File: config.mk
export PLATFORM = sky130hd
export DESIGN_NAME = alu_core_seq
export DESIGN_NICKNAME = d
export VERILOG_FILES = /design/src/rtl/alu_pkg.sv /design/src/rtl/alu_core_seq_mul.sv /design/src/rtl/alu_core_seq.sv
export SDC_FILE = /design/constraint.sdc
export NUM_CORES = 1
export LEC_CHECK = 0
export CORE_UTILIZATION = 55
export DETAILED_ROUTE_END_ITERATION = 7
export GPL_TIMING_DRIVEN = 0
export PLACE_DENSITY = 0.82
export SLEW_MARGIN = 20
export SYNTH_ARGS = -nofsm -noshare
export SYNTH_HDL_FRONTEND = slang
export SYNTH_HIERARCHICAL = 1
export SYNTH_SLANG_ARGS = --single-unit
File: constraint.sdc
create_clock -name clk -period 2.8 [get_ports clk]
set_clock_uncertainty 0.1 [all_clocks]
set_input_delay 0.84 -clock clk [delete_from_list [all_inputs] [get_ports clk]]
set_output_delay 0.84 -clock clk [all_outputs]
set_load 0.01 [all_outputs]
File: src/rtl/alu_pkg.sv
// ---------------------------------------------------------------------------
// alu_pkg
//   Shared definitions for the sequential ALU slice: operation codes,
//   operation-field width and the controller state encoding.
//   No ports; imported by alu_core_seq and seq_multiplier.
// ---------------------------------------------------------------------------
package alu_pkg;

  localparam int OP_W = 3;

  localparam logic [OP_W-1:0] OP_NAND = 3'b000;
  localparam logic [OP_W-1:0] OP_AND  = 3'b001;
  localparam logic [OP_W-1:0] OP_OR   = 3'b010;
  localparam logic [OP_W-1:0] OP_XOR  = 3'b011;
  localparam logic [OP_W-1:0] OP_ADD  = 3'b100;
  localparam logic [OP_W-1:0] OP_SUB  = 3'b101;
  localparam logic [OP_W-1:0] OP_NOT  = 3'b110;
  localparam logic [OP_W-1:0] OP_MUL  = 3'b111;

  // Controller states: waiting for work, iterating a multiply, holding a result
  typedef enum logic [1:0] {
    ST_IDLE     = 2'b00,
    ST_MUL_BUSY = 2'b01,
    ST_DONE     = 2'b10
  } state_t;

  // True for the one operation that needs several cycles
  function automatic logic is_multicycle(input logic [OP_W-1:0] op);
    return (op == OP_MUL);
  endfunction

endpackage : alu_pkg

File: src/rtl/alu_core_seq_mul.sv
// ---------------------------------------------------------------------------
// seq_multiplier
//   Iterative shift-add multiplier, one multiplier bit per enabled cycle,
//   LSB first. Produces the full 2*WIDTH-bit product after WIDTH steps.
// Ports
//   clk, rst     clock and synchronous active-high reset
//   en           step enable; 0 freezes accumulator, operands and counter
//   start        load a and b and begin (ignored while busy)
//   a, b         multiplicand and multiplier
//   busy         a multiply is in progress
//   done         this cycle performs the final step (comb, includes en)
//   product_nxt  accumulator value after this cycle's step; on the cycle
//                done is high it is the complete product
// ---------------------------------------------------------------------------
module seq_multiplier
  import alu_pkg::*;
#(
  parameter int WIDTH = 4
) (
  input  logic                 clk,
  input  logic                 rst,
  input  logic                 en,
  input  logic                 start,
  input  logic [WIDTH-1:0]     a,
  input  logic [WIDTH-1:0]     b,
  output logic                 busy,
  output logic                 done,
  output logic [2*WIDTH-1:0]   product_nxt
);

  localparam int              CW   = $clog2(WIDTH + 1);
  localparam logic [CW-1:0]   LAST = CW'(WIDTH - 1);

  logic [2*WIDTH-1:0] acc;
  logic [2*WIDTH-1:0] mcand;
  logic [WIDTH-1:0]   mplier;
  logic [CW-1:0]      count;

  // Partial product for the current multiplier bit is added to the
  // accumulator; exposing the sum lets the caller capture the final product
  // on the same edge as the last step, saving a cycle of latency.
  always_comb begin
    product_nxt = acc + (mplier[0] ? mcand : '0);
  end

  assign done = busy && en && (count == LAST);

  // Multiplicand shifts left and multiplier shifts right each step, so bit 0
  // of mplier always selects whether the current weight gets added.
  always_ff @(posedge clk) begin
    if (rst) begin
      acc    <= '0;
      mcand  <= '0;
      mplier <= '0;
      count  <= '0;
      busy   <= 1'b0;
    end else if (en) begin
      if (start && !busy) begin
        acc    <= '0;
        mcand  <= {{WIDTH{1'b0}}, a};
        mplier <= b;
        count  <= '0;
        busy   <= 1'b1;
      end else if (busy) begin
        acc    <= product_nxt;
        mcand  <= mcand << 1;
        mplier <= mplier >> 1;
        count  <= count + CW'(1);
        if (count == LAST) begin
          busy <= 1'b0;
        end
      end
    end
  end

endmodule : seq_multiplier

File: src/rtl/alu_core_seq.sv
// ---------------------------------------------------------------------------
// alu_core_seq
//   Registered ALU between the register-file read ports and write-back.
//   Eight operations (NAND, AND, OR, XOR, ADD, SUB, NOT Rd1, MUL) with
//   valid/ready handshakes on both sides. Single-cycle ops stream back to
//   back; MUL takes WIDTH extra enabled cycles in seq_multiplier.
// Ports
//   clk, rst             clock, synchronous active-high reset
//   en                   global enable / stall (0 freezes everything)
//   in_valid, in_ready   operand handshake (in_ready comb from out_ready)
//   op, Rd1, Rd2         operation and operands, captured on accept
//   out_valid, out_ready result handshake; result held until accepted
//   result, zero, carry  registered result and flags
// ---------------------------------------------------------------------------
module alu_core_seq
  import alu_pkg::*;
#(
  parameter int WIDTH = 4
) (
  input  logic              clk,
  input  logic              rst,
  input  logic              en,
  input  logic              in_valid,
  output logic              in_ready,
  input  logic [OP_W-1:0]   op,
  input  logic [WIDTH-1:0]  Rd1,
  input  logic [WIDTH-1:0]  Rd2,
  output logic              out_valid,
  input  logic              out_ready,
  output logic [WIDTH-1:0]  result,
  output logic              zero,
  output logic              carry
);

  state_t state;
  state_t state_nxt;

  logic               accept;
  logic               accept_mul;
  logic [WIDTH-1:0]   alu_res;
  logic               alu_carry;
  logic [WIDTH:0]     sum;
  logic [WIDTH:0]     diff;

  logic               mul_start;
  logic               mul_busy;
  logic               mul_done;
  logic [2*WIDTH-1:0] mul_prod;

  assign accept     = in_valid && in_ready;
  assign accept_mul = accept && is_multicycle(op);
  assign mul_start  = accept_mul && !mul_busy;

  seq_multiplier #(
    .WIDTH (WIDTH)
  ) u_mul (
    .clk         (clk),
    .rst         (rst),
    .en          (en),
    .start       (mul_start),
    .a           (Rd1),
    .b           (Rd2),
    .busy        (mul_busy),
    .done        (mul_done),
    .product_nxt (mul_prod)
  );

  // Single-cycle datapath. ADD and SUB use one extra bit so the top bit is
  // the carry-out or, for subtraction, the unsigned borrow (Rd1 < Rd2).
  always_comb begin
    sum       = {1'b0, Rd1} + {1'b0, Rd2};
    diff      = {1'b0, Rd1} - {1'b0, Rd2};
    alu_res   = '0;
    alu_carry = 1'b0;
    unique case (op)
      OP_NAND: alu_res = ~(Rd1 & Rd2);
      OP_AND:  alu_res = Rd1 & Rd2;
      OP_OR:   alu_res = Rd1 | Rd2;
      OP_XOR:  alu_res = Rd1 ^ Rd2;
      OP_ADD: begin
        alu_res   = sum[WIDTH-1:0];
        alu_carry = sum[WIDTH];
      end
      OP_SUB: begin
        alu_res   = diff[WIDTH-1:0];
        alu_carry = diff[WIDTH];
      end
      OP_NOT:  alu_res = ~Rd1;
      default: alu_res = '0;
    endcase
  end

  // State register
  always_ff @(posedge clk) begin
    if (rst) begin
      state <= ST_IDLE;
    end else begin
      state <= state_nxt;
    end
  end

  // Next-state logic. accept already contains en, and mul_done contains en,
  // so a stalled cycle naturally leaves the state unchanged. Completing a
  // transfer in DONE while accepting new work goes straight to the new op.
  always_comb begin
    state_nxt = state;
    unique case (state)
      ST_IDLE: begin
        if (accept) begin
          state_nxt = accept_mul ? ST_MUL_BUSY : ST_DONE;
        end
      end
      ST_MUL_BUSY: begin
        if (mul_done) begin
          state_nxt = ST_DONE;
        end
      end
      ST_DONE: begin
        if (en && out_ready) begin
          if (accept) begin
            state_nxt = accept_mul ? ST_MUL_BUSY : ST_DONE;
          end else begin
            state_nxt = ST_IDLE;
          end
        end
      end
      default: state_nxt = ST_IDLE;
    endcase
  end

  // Output decode. in_ready looks through to out_ready so a held result can
  // be drained and replaced in the same cycle.
  always_comb begin
    out_valid = (state == ST_DONE);
    in_ready  = en && ((state == ST_IDLE) ||
                       ((state == ST_DONE) && out_ready));
  end

  // Result and flag registers. They only load on a single-cycle accept or on
  // the final multiply step, so they hold while the result waits downstream
  // and keep the previous value during a multiply.
  always_ff @(posedge clk) begin
    if (rst) begin
      result <= '0;
      zero   <= 1'b0;
      carry  <= 1'b0;
    end else if (accept && !accept_mul) begin
      result <= alu_res;
      zero   <= (alu_res == '0);
      carry  <= alu_carry;
    end else if (mul_done) begin
      result <= mul_prod[WIDTH-1:0];
      zero   <= (mul_prod[WIDTH-1:0] == '0);
      carry  <= |mul_prod[2*WIDTH-1:WIDTH];
    end
  end

endmodule : alu_core_seq
==> impl_metrics.yaml, run 1 <==
clocking:
  cts_tree: "yes"
  clockBufferDepth: 2
  h-tree-depth: 2
  clk_latency_ns: 0.28
  numClockSinks: 32
  postCtsHoldBufs: 0
  numCtsBuffers: 5
  clkSlewWorstSetupHoldPaths_ns: 0.06
  root_buffer: "clkbuf_8"
logic_synthesis:
  yosysSeqAreaShare_pct: 27.4
  synth_cells: 276
  async_reset_ff_share_pct: 0
  synth.avg_cell_area_um2: 8.47
  synthMuxAreaShare_pct: 0.857
  synth_compound_area_share_pct: 24.0
  ys_seq_elements: 32
  yosys.area.top_type: "dfxtp_1"
  synth_edf_count: 0
  synth_cell_type_count: 59
  synth-xor-area-share_pct: 4.93
  yosysTopAreaCellShare_pct: 27.4
  netlist_area_um2: 2340
  yosys-top-cells-count: "34 x nor2_1, 32 x dfxtp_1, 21 x ha_1, 21 x inv_1, 16 x a211oi_1"
  syn-num-nets: 316
  synth.most_common_cell: "nor2_1"
  synth_area_leaders: "dfxtp_1 27%, ha_1 11%, nor2_1 5.5%"
  synthAdderAreaFrac_pct: 13.8
  synth_warnings: 6
  synth_simple_gate_area_share_pct: 21.6
  synth_ff_type: "dfxtp_1"
  synth_top_family_by_area: "compound AO/OA/AOI/OAI gates"
worst_setup_path:
  worst_ep_arrival_time_ns: 1.82
  rr_startpoint: "u_mul/mplier[0]$_SDFFE_PP0P_"
  critPathLaunchType: "input pin"
  crit_start: "out_ready"
  r2r_setup_slack_ns: 0.16
  reg2reg_depth: 12
  critPathMaxFanout: 2
  crit_path_end: "in_ready"
  r2r_end: "carry$_SDFFE_PP0P_"
  critPathKind: "in -> out"
  cp.required_ns: 1.86
  end_kind: "output pin"
placed_design:
  dp_hpwl_um: 3900
  port_buffers: 23
  place_inst: 349
  gp_congestion: 0.842
job:
  cap_viol_max_count: 0
cells_and_area:
  drive_above_1_share_pct: 12.7
  final_cells: 357
  final_core_util_pct: 68.5
  syn_to_final_growth_pct: 18.1
  num_antenna_cells: 0
  nFillCells: 351
  nNetsFinal: 347
timing:
  maxSlewHeadroom_pct: 68.5
  whs_ns: 0.357
  setup_tns_ns: 0
  worst_pin_slew_ns: 0.472
  final_hold_viol_count: 0
  rsz0062_at_grt: "yes"
  setup_viol: 0
  final-max-slew-violation-count: 0
  fmax_ghz: 0.363
  finalCriticalPeriod_ns: 2.76
  min_period_over_period_pct: 98.4
status:
  status: "complete, no violations"
floorplanning:
  die-height_um: 67.2
  rows: 23
  io_pins: 24
  die_area_um2: 4510
  die_w_um: 67.2
  core-area_um2: 4030
  start_util_pct: 58.0
global_route:
  grt_max_degree: 11
  grt_usage_pct: 25.3
  antenna_found_initial: 0
  grt_pass1_wl_um: 8570
  grt_remaining_overflow: 0
  grt_pass1_vias: 1812
power:
  p_per_area_nw_per_um2: 361
  ir_drop_mv: 0.213
  p_leak_nw: 1.16
detailed_routing:
  wl_per_cell_um: 14.3
  drc: 0
  drt-total-wl_um: 5110
  drtPass1Iterations: 5
  num_vias: 2071
  drtIter0Drc: 174
  antenna_left: 0
  routed_via_density: 5.80
hold_path:
  hp-class: "reg -> reg"
[cell families (layout without fill, tap and decap cells)]
| logic type | after synthesis | after routing |
|---|---|---|
| simple gates | 94 | 94 |
| compound gates | 78 | 78 |
| flops | 32 | 32 |
| fa+ha+maj | 24 | 24 |
| mux | 2 | 2 |
| buf+inv | 35 | 66 |
| xor+xnor | 11 | 11 |
[worst min-delay path by stage]
stage | start | to | slack [ns] | depth (start not counted)
floorplan | u_mul/mplier[3]$_SDFFE_PP0P_ | u_mul/mplier[3]$_SDFFE_PP0P_ | 0.33 | 2
global placement | u_mul/mplier[3]$_SDFFE_PP0P_ | u_mul/mplier[3]$_SDFFE_PP0P_ | 0.34 | 2
detailed placement | u_mul/mplier[3]$_SDFFE_PP0P_ | u_mul/mplier[3]$_SDFFE_PP0P_ | 0.35 | 2
CTS | u_mul/mplier[3]$_SDFFE_PP0P_ | u_mul/mplier[3]$_SDFFE_PP0P_ | 0.36 | 2
global route | u_mul/mplier[3]$_SDFFE_PP0P_ | u_mul/mplier[3]$_SDFFE_PP0P_ | 0.39 | 2
finish | u_mul/mplier[3]$_SDFFE_PP0P_ | u_mul/mplier[3]$_SDFFE_PP0P_ | 0.36 | 2
[registers in the layout, summed over array words and instances (netlist names)]
name / flops
carry: 1
result: 4
state: 2
u_mul/acc: 8
u_mul/busy: 1
u_mul/count: 3
u_mul/mcand: 8
u_mul/mplier: 4
zero: 1
[critical path: stages]
cell             delay (ns)
clkdlybuf4s50_1        0.43
nor2b_2                0.19
nor2_1                 0.07
dlygate4sd2_1          0.28
[cell usage in the layout, fill, tap and decap left out, drive strengths merged, types with 3 or more instances in the layout]
cell           count
fa                 3
a31o               3
clkbuf            11
dlygate4sd2        5
dfxtp             32
xnor2              7
clkdlybuf4s50     16
inv               23
a22o               3
o21ai             10
a211oi            16
nand2b             9
a22oi             10
ha                21
nor3               4
nor4               4
buf                8
nand3              3
o22ai              7
and3               3
a21oi             13
nor2              36
nor2b             11
and2               8
xor2               4
nand2              9
[metrics by stage]
step | power, mW | setup WS (ns) | cell area (µm²)
6_report | 0.997 | 0.0447 | 2760
5_1_grt | 1.06 | -0.0000424 | 2760
4_1_cts | 1.00 | 0.0341 | 2720
3_5_place_dp | 0.677 | -0.456 | 2630
3_3_place_gp | 0.674 | -0.452 | 2630
2_1_floorplan | 0.606 | 0.255 | 2340
[per-layer routing]
layer	track usage (%)	wire (µm)
met2	37.8	2310
met5	0	0
met3	5.07	214
met1	35.1	2510
met4	10.6	76
[power breakdown]
group / internal (mW) / total, mW / leakage (nW) / switching, mW
registers: 0.464 / 0.469 / 0.259 / 0.00569
logic: 0.0967 / 0.203 / 0.858 / 0.107
clock network: 0.169 / 0.325 / 0.0410 / 0.156
total: 0.729 / 0.997 / 1.16 / 0.268
[area by class of cell]
| class | instances | area, µm² | area share [%] |
|---|---|---|---|
| Tap cell | 50 | 62.6 | 2.27 |
| Multi-Input combinational cell | 209 | 1570 | 56.9 |
| Clock inverter | 1 | 5.00 | 0.181 |
| Clock buffer | 6 | 72.6 | 2.63 |
| Buffer | 12 | 86.3 | 3.13 |
| Sequential cell | 32 | 642 | 23.2 |
| Inverter | 23 | 86.3 | 3.13 |
| Timing Repair Buffer | 24 | 236 | 8.56 |
[timing repair]
item / in CTS / in global routing
resized for setup: 10 / 11
setup buffers: 0 / 1
endpoints found under the setup margin: 21 / 21
pin swaps: 0 / 3
Note: power is estimated with default switching activity, not from simulation.
==> inputs of run 2 (changes only) <==
--- a/config.mk
+++ b/config.mk
@@ -6,8 +6,11 @@
 export NUM_CORES = 1
 export LEC_CHECK = 0
 export CORE_UTILIZATION = 55
+export CTS_BUF_LIST = sky130_fd_sc_hd__clkbuf_4
+export CTS_CLUSTER_SIZE = 8
 export DETAILED_ROUTE_END_ITERATION = 7
 export GPL_TIMING_DRIVEN = 0
+export MAX_ROUTING_LAYER = met4
 export PLACE_DENSITY = 0.82
 export SLEW_MARGIN = 20
 export SYNTH_ARGS = -nofsm -noshare
==> impl_metrics.yaml, run 2 (synthesized netlist as in run 1, its figures left out) <==
power:
  p_per_area_nw_per_um2: 340
  power_mw: 0.921
  p_int_mw: 0.659
  p_comb_share_pct: 21.6
  sequentialPowerShare_pct: 50.9
  p_clk_share_pct: 27.5
  switching_share_pct: 28.4
  ir_drop_mv: 0.191
  power_switching_mw: 0.262
  p_leak_nw: 1.13
worst_setup_path:
  critPathKind: "in -> out"
  rr_startpoint: "u_mul/mplier[0]$_SDFFE_PP0P_"
  r2r_end: "carry$_SDFFE_PP0P_"
  end_kind: "output pin"
  critPathLaunchType: "input pin"
  worstPathCellList: "clkdlybuf4s50_1, nor2b_2, nor2_1, dlygate4sd2_1"
  r2r_setup_slack_ns: 0.13
  cp.required_ns: 1.86
  critPathMaxFanout: 2
  worst_path_max_delay_cell: "clkdlybuf4s50_1"
  slowest_delay_ns: 0.43
  worst_ep_arrival_time_ns: 1.82
  reg2reg_depth: 12
timing:
  fin_ws_ns: 0.0379
  finalCriticalPeriod_ns: 2.76
  maxSlewHeadroom_pct: 67.5
  worst_pin_slew_ns: 0.488
  setup_viol: 0
  min_period_over_period_pct: 98.6
  final_hold_viol_count: 0
  final-max-slew-violation-count: 0
  fmax_ghz: 0.362
hold_path:
  hp-class: "reg -> reg"
  worstHoldStart: "u_mul/mplier[3]$_SDFFE_PP0P_"
  min_path_cells: 2
  hold_path_end: "u_mul/mplier[3]$_SDFFE_PP0P_"
global_route:
  grt_remaining_overflow: 0
  antenna_found_initial: 0
  grt_usage_pct: 25.5
  grt_max_degree: 11
  grt_pass1_wl_um: 8450
  grt_pass1_vias: 1796
floorplanning:
  rows: 23
  die_w_um: 67.2
  die-height_um: 67.2
  io_pins: 24
  start_util_pct: 58.0
  core-area_um2: 4030
  die_area_um2: 4510
cells_and_area:
  drive_above_1_share_pct: 12.1
  mostFrequentLayoutCell: "nor2_1"
  nNetsFinal: 346
  seq_area_um2: 642
  fin_area_um2: 2710
  reg_top3: "u_mul/acc x8, u_mul/mcand x8"
  multi_input_area_um2: 1560
  mostFrequentLayoutCells: "33 x nor2_1, 31 x dfxtp_1, 20 x ha_1"
  syn_to_final_growth_pct: 16.0
  nFillCells: 361
  num_antenna_cells: 0
placed_design:
  place_area_um2: 2630
  port_buffers: 23
  dp_hpwl_um: 3900
  pre_cts_slack_ns: -0.456
  gp_congestion: 0.855
clocking:
  cts_tree: "yes"
  numCtsBuffers: 5
  postCtsHoldBufs: 0
  clkSlewWorstSetupHoldPaths_ns: 0.08
  h-tree-depth: 2
  clk_latency_ns: 0.33
  clockBufferDepth: 2
  root_buffer: "clkbuf_4"
  numClockSinks: 32
detailed_routing:
  routed_via_density: 5.85
  wl_per_cell_um: 14.2
  drtPass1Iterations: 4
  drtIter0Drc: 152
  antenna_left: 0
  drc: 0
  drt-total-wl_um: 5070
  num_vias: 2084
job:
  cap_viol_max_count: 0
status:
  status: "complete, no violations"
[run 2: final cells by class]
class / count / share of cell area (%)
multi-input cells: 209 / 57.5
flip-flops and latches: 32 / 23.7
repair buffers: 23 / 8.35
plain buffers: 12 / 3.18
inverters: 23 / 3.18
well taps: 50 / 2.31
clock buffers: 6 / 1.66
clock inverters: 1 / 0.185
[run 2: worst max-delay path, delay by kind of cell]
family                 cells  cell delay [ns]
AND/OR/NAND/NOR            2             0.26
buffers and inverters      2             0.72
[run 2: worst max-delay path by stage]
stage,to,start,depth (start not counted),slack [ns]
4_1_cts,carry$_SDFFE_PP0P_,u_mul/mplier[0]$_SDFFE_PP0P_,13,0.04
2_1_floorplan,zero$_SDFFE_PP0P_,Rd1[0],9,0.26
3_5_place_dp,zero$_SDFFE_PP0P_,Rd2[0],9,-0.46
5_1_grt,carry$_SDFFE_PP0P_,u_mul/mplier[0]$_SDFFE_PP0P_,12,-0.004
6_report,in_ready,out_ready,4,0.04
3_3_place_gp,zero$_SDFFE_PP0P_,Rd2[0],9,-0.45
[run 2: repair_timing]
action	CTS	global route
gates resized for setup	10	7
setup endpoints to repair	8	8
setup buffers	0	0
pin swaps	0	2
[run 2: routing by layer]
metal  vias to the layer above  GRT usage, %  wire length, µm
li1                       1050             -                -
met1                       977          35.2             2500
met2                        52          37.1             2280
met3                         5          4.22              213
met4                         0          9.31               76
met5                         -             -                0
[run 2: metrics by stage]
stage	hold slack, ns	utilization [%]	cells	TNS, ns
finish	0.360	67.3	356	0
floorplan	0.332	-	276	0
global placement	0.344	65.3	349	-9.29
global route	0.398	67.3	356	-0.00391
CTS	0.362	66.9	356	0
detailed placement	0.349	65.3	349	-9.80
[run 2: power by group through the flow]
stage,Clock (mW),Sequential [mW],Combinational [mW]
6_report,0.253,0.469,0.199
5_1_grt,0.281,0.470,0.220
4_1_cts,0.258,0.469,0.198
3_5_place_dp,0,0.479,0.198
3_3_place_gp,0,0.479,0.196
2_1_floorplan,0,0.480,0.126
